==> config.mk <==
export PLATFORM = sky130hd
export DESIGN_NAME = mod_add_stream
export DESIGN_NICKNAME = d
export VERILOG_FILES = /design/src/rtl/mod_add_stream.sv
export SDC_FILE = /design/constraint.sdc
export NUM_CORES = 1
export LEC_CHECK = 0
export CELL_PAD_IN_SITES_DETAIL_PLACEMENT = 0
export CELL_PAD_IN_SITES_GLOBAL_PLACEMENT = 1
export CORE_ASPECT_RATIO = 1.5
export CORE_MARGIN = 4
export CORE_UTILIZATION = 42
export DETAILED_ROUTE_END_ITERATION = 7
export PLACE_DENSITY_LB_ADDON = 0.05
export SETUP_SLACK_MARGIN = 0.1
export SLEW_MARGIN = 15
export SYNTH_ARGS = -nofsm -noshare
export SYNTH_HDL_FRONTEND = slang
export SYNTH_SLANG_ARGS = --single-unit
==> constraint.sdc <==
create_clock -name clk -period 6.85 [get_ports clk]
set_input_delay 1.37 -clock clk [delete_from_list [all_inputs] [get_ports clk]]
set_output_delay 1.37 -clock clk [all_outputs]
set_load 0.005 [all_outputs]
==> src/rtl/mod_add_stream.sv <==
// Streaming two-stage modular adder, out = (a + b) mod q, over a burst of N pairs under start/done.
// Optional sticky operand range flag when MOD_ADD_RANGE_CHECK_EN is defined.
`ifndef BIT_WIDTH
`define BIT_WIDTH 64
`endif

module mod_add_stream #(
  parameter int BIT_WIDTH = `BIT_WIDTH,
  parameter int LEN_W     = 16
) (
  input  logic                 clk,
  input  logic                 rstn,
  input  logic                 start,
  input  logic [BIT_WIDTH-1:0] cfg_q,
  input  logic [LEN_W-1:0]     cfg_len,
  output logic                 busy,
  output logic                 done,
  input  logic                 in_valid,
  output logic                 in_ready,
  input  logic [BIT_WIDTH-1:0] in_a,
  input  logic [BIT_WIDTH-1:0] in_b,
  output logic                 out_valid,
  input  logic                 out_ready,
  output logic [BIT_WIDTH-1:0] out_data,
`ifdef MOD_ADD_RANGE_CHECK_EN
  output logic                 range_err,
`endif
  output logic [1:0]           dbg_state
);

  typedef enum logic [1:0] {
    S_IDLE  = 2'd0,
    S_RUN   = 2'd1,
    S_DRAIN = 2'd2,
    S_DONE  = 2'd3
  } state_t;

  localparam logic [LEN_W-1:0] ONE = LEN_W'(1);

  state_t               state;
  logic [BIT_WIDTH-1:0] q_r;
  logic [LEN_W-1:0]     len_r;
  logic [LEN_W-1:0]     acc_cnt;
  logic [LEN_W-1:0]     out_cnt;

  logic                 s1_valid;
  logic [BIT_WIDTH-1:0] s1_s;
  logic [BIT_WIDTH-1:0] s1_d;
  logic                 s1_neg;

  logic                 s1_adv;
  logic                 s2_adv;
  logic                 in_fire;
  logic                 out_fire;
  logic [BIT_WIDTH:0]   sum;
  logic [BIT_WIDTH+1:0] diff;
  logic                 unused_diff_bit;

  // Valid/ready: a beat transfers on any cycle where valid && ready are both high;
  // a producer holding valid keeps its data stable until the transfer happens.
  assign s2_adv   = !out_valid || out_ready;
  assign s1_adv   = !s1_valid || s2_adv;
  assign in_ready = (state == S_RUN) && (acc_cnt < len_r) && s1_adv;
  assign in_fire  = in_valid && in_ready;
  assign out_fire = out_valid && out_ready;
  assign busy     = (state != S_IDLE);
  assign dbg_state = state;

  // s needs one carry bit, d one more for the sign; bit BIT_WIDTH of d is never
  // needed because a non-negative d is below q for in-range operands.
  assign sum  = {1'b0, in_a} + {1'b0, in_b};
  assign diff = {1'b0, sum} - {2'b00, q_r};
  assign unused_diff_bit = diff[BIT_WIDTH];

  always_ff @(posedge clk) begin
    if (!rstn) begin
      state   <= S_IDLE;
      q_r     <= '0;
      len_r   <= '0;
      acc_cnt <= '0;
      out_cnt <= '0;
      done    <= 1'b0;
    end else begin
      done <= 1'b0;
      if (in_fire)  acc_cnt <= acc_cnt + ONE;
      if (out_fire) out_cnt <= out_cnt + ONE;
      case (state)
        S_IDLE: begin
          if (start) begin
            q_r     <= cfg_q;
            len_r   <= cfg_len;
            acc_cnt <= '0;
            out_cnt <= '0;
            state   <= (cfg_len == '0) ? S_DONE : S_RUN;
          end
        end
        S_RUN: begin
          if (in_fire && (acc_cnt == len_r - ONE)) state <= S_DRAIN;
        end
        S_DRAIN: begin
          if (out_fire && (out_cnt == len_r - ONE)) state <= S_DONE;
        end
        S_DONE: begin
          done  <= 1'b1;
          state <= S_IDLE;
        end
        default: state <= S_IDLE;
      endcase
    end
  end

  always_ff @(posedge clk) begin
    if (!rstn) begin
      s1_valid  <= 1'b0;
      s1_s      <= '0;
      s1_d      <= '0;
      s1_neg    <= 1'b0;
      out_valid <= 1'b0;
      out_data  <= '0;
    end else begin
      if (s1_adv) begin
        s1_valid <= in_fire;
        if (in_fire) begin
          s1_s   <= sum[BIT_WIDTH-1:0];
          s1_d   <= diff[BIT_WIDTH-1:0];
          s1_neg <= diff[BIT_WIDTH+1];
        end
      end
      if (s2_adv) begin
        out_valid <= s1_valid;
        if (s1_valid) out_data <= s1_neg ? s1_s : s1_d;
      end
    end
  end

`ifdef MOD_ADD_RANGE_CHECK_EN
  always_ff @(posedge clk) begin
    if (!rstn) begin
      range_err <= 1'b0;
    end else if ((state == S_IDLE) && start) begin
      range_err <= 1'b0;
    end else if (in_fire && ((in_a >= q_r) || (in_b >= q_r))) begin
      range_err <= 1'b1;
    end
  end
`endif

endmodule

==> summary.md <==
| Metric | Value |
|---|---|
| Outcome | `finished clean` |
| Final Skew | `0.0195 ns` |
| Hold Fails Final Rpt | `0` |
| Post-synth top area cell | `dfxtp_1` |
| Crit-path cells | `clkdlybuf4s50_1 -> ha_1 -> and3_1 -> and3_1 -> buf_4 -> nand4_1 -> a2111o_1 -> nand3_1 -> buf_4 -> o21ai_0 -> xnor2_1 -> ha_1 -> nand4_1 -> nor4_2 -> nand4_1 -> o31ai_1 -> a21oi_1 -> a21oi_1 -> a41oi_1 -> xor2_1 -> o21ai_0` |
| Area of the multi-input gates | `0.0141 sq mm` |
| Core Region | `0.0508 sq mm` |
| Storage cell area | `0.00621 sq mm` |
| First-pass GRT wire length | `120 mm` |
| Ports | `283` |
| CP most frequent cell | `nand4_1` |
| Setup ws final | `0.286 ns` |
| Die Width | `193 microns` |
| Post-synth net total | `3,230` |
| Mean Syn Cell Area | `7.54 sq um` |
| CTS buffer count | `36` |
| Initial Utilization | `42.5%` |
| WL/cell | `20.7 microns` |
| Number of synthesized flops with an enable pin | `0` |
| WL final | `80.3 mm` |
| Gr usage total | `27.6%` |
| Leakage | `10.3 nW` |
| F_max | `152 MHz` |
| Root Buffer | `clkbuf_16` |
| Sequential-to-total area share from yosys stat | `28.8%` |
| Die ar. | `0.0551 sq mm` |
| Relative slew slack | `29.1%` |
| # setup viols final | `0` |
| Number of max-cap violations | `0` |
| Worst slack, placed | `-0.653 ns` |
| Worst hold-check path type | `reg2reg` |
| Via density | `5.66` |
| Final Power | `8.54 mW` |
| Peak VDD IR | `0.295 mV` |
| Number of global-route vias before repair | `21,300` |
| Largest fanout on the critical path | `4` |
| Number of hold-repair buffers added at the cts stage | `0` |
| Fin. max-slew vios | `0` |
| H-tree lvl count | `2` |
| Power Dens Cells | `316 mW/mm^2` |
| Largest net degree at the start of global routing | `120` |
| CTS tree | `done` |
| WP data required | `7.25 ns` |
| Initial antenna violation count | `0` |
| Post-DRT Antenna Nets | `0` |
| Unrepaired setup endpoints after global routing | `false` |
| Nets | `3,546` |
| Initial DRC count | `1,169` |
| Share of cells above drive strength 1 | `8.61%` |
| # diodes | `0` |
| Period utilization | `95.8%` |
| DPL Wire Length | `62.9 mm` |
| Setup crit end kind | `register` |
| Most frequent cells in the layout | `449 x nand2_1, 323 x a21oi_1, 309 x dfxtp_1, 281 x clkdlybuf4s50_1, 193 x nor2_1` |
| Synth Flop Type | `dfxtp_1` |
| Vias | `21,900` |
| Postcts setup bufs | `0` |
| GP Congestion | `0.954` |
| DRC | `0` |
| Clock transition at path regs | `0.06 ns` |
| Post-route setup TNS | `0 ns` |
| GR Overflow Total | `0` |
| DIE HEIGHT | `286 microns` |
| YS warnings | `0` |
| Filler Cell Count | `5,053` |
| Asr flop ratio synth | `0%` |
| Initial DRT Pass Iterations | `8` |
| Kind of critical path | `in2reg` |
| Min cycle time layout | `6.56 ns` |
| Synthesized flop and latch total | `310` |
| Max incr delay on CP | `0.71 ns` |
| Post-Syn Area | `0.0216 sq mm` |
| Clock Path Buffers | `3` |
| Nature of the critical path startpoint | `input port` |
| Top post-synthesis cells by area | `dfxtp_1 29%, ha_1 8.8%, nand2_1 7.8%` |
| Row cnt | `101` |
| Source-to-sink clock delay at the later pin of the worst-skew pair | `0.56 ns` |
| Distinct cells, synth | `93` |
| CTS Sinks | `310` |
| Most common cell after layout, fill and taps aside | `nand2_1` |
| Area Overhead vs Synth | `25.2%` |
| Critical path arrival | `6.96 ns` |
| Max stage delay cell, worst path | `a2111o_1` |
| Top cell type's share of synthesized area | `28.8%` |
| Buffers added on ports | `282` |
| Post-Syn Instances | `2,863` |
| Worst-Margin Slew | `1.06 ns` |
[state kept, by name, summed over array words and instances, names as in the netlist]
register	flops
s1_neg	1
out_cnt	16
len_r	16
s1_d	64
dbg_state	2
q_r	64
s1_s	64
out_valid	1
s1_valid	1
acc_cnt	16
done	1
out_data	64
[Yosys cell counts, types with 5 or more instances]
library cell / n
nand2_1: 450
or2_2: 5
nand4_1: 59
dfxtp_1: 310
ha_1: 152
o21ai_0: 118
and3_1: 48
a21boi_0: 11
o21a_1: 19
clkbuf_1: 143
nand2b_1: 18
xor2_1: 70
o31ai_1: 14
mux2i_1: 74
inv_1: 132
a211oi_1: 91
o2111ai_1: 8
or3_1: 28
o21bai_1: 25
a21oi_1: 324
a31o_2: 5
nand3_1: 83
nand3b_1: 8
nor3_1: 56
and2_1: 21
clkbuf_8: 9
nor4_1: 21
xnor2_1: 96
or4_1: 9
a21o_1: 63
nor2b_1: 17
buf_1: 15
o211ai_1: 25
a31oi_1: 30
nor2_1: 194
a22o_1: 6
[power breakdown]
part	internal (mW)	total, mW	leakage, nW	switching [mW]
logic	1.74	4.14	7.20	2.40
clock network	1.17	2.01	0.586	0.844
registers	2.15	2.39	2.53	0.239
total	5.05	8.54	10.3	3.49
[logic make-up after synthesis]
kind of cell,share of synthesized area (%)
simple gates,22.5
compound gates,23.5
flops,28.8
buf+inv,6.03
xor+xnor,6.74
fa+ha+maj,9.00
mux,3.43
[stage by stage]
step	instances	hold slack, ns	instance area [sq um]	utilization [%]
after floorplan	2863	0.424	21600	-
after global placement	3810	0.437	25800	50.7
after detailed placement	3810	0.446	25800	50.7
after CTS	3874	0.453	27000	53.1
after global routing	3874	0.469	27000	53.2
final	3874	0.452	27000	53.2
[worst paths after layout]
kind | start | endpoint | slack [ns] | cells after the start
worst min-delay path | s1_d[4] | s1_d[4] | 0.45 | 2
worst min register to register | s1_d[4] | s1_d[4] | 0.45 | 2
worst max-delay path | in_a[20] | s1_d[60] | 0.29 | 21
worst max register to register | len_r[6] | s1_s[21] | 2.69 | 11
[worst max-delay path: cells and delay by family]
family,cells,cell delay [ns]
AO/OA/AOI/OAI,7,1.83
XOR/XNOR,2,0.64
adder cells (fa/ha/maj),2,0.55
buffers and inverters,3,0.74
AND/OR/NAND/NOR,7,1.83
[final cells by class]
class | instances | share of cell area [%]
well taps | 669 | 3.10
flip-flops and latches | 310 | 23.0
clock buffers | 50 | 3.76
inverters | 132 | 1.86
multi-input cells | 2244 | 52.3
repair buffers | 455 | 15.2
clock inverters | 14 | 0.709
[repair_timing]
item	CTS	global route
endpoints found under the setup margin	5	14
gates resized for setup	1	7
hold endpoints to repair	0	0
[per-layer routing]
layer	global-route usage, %	vias to the layer above	part of all wire (%)
met1	29.7	10400	37
met5	0	-	0
met2	52.3	634	53
met3	2.89	151	4.3
li1	-	10800	-
met4	14.0	0	5.8
(Power assumes the default switching activity.)
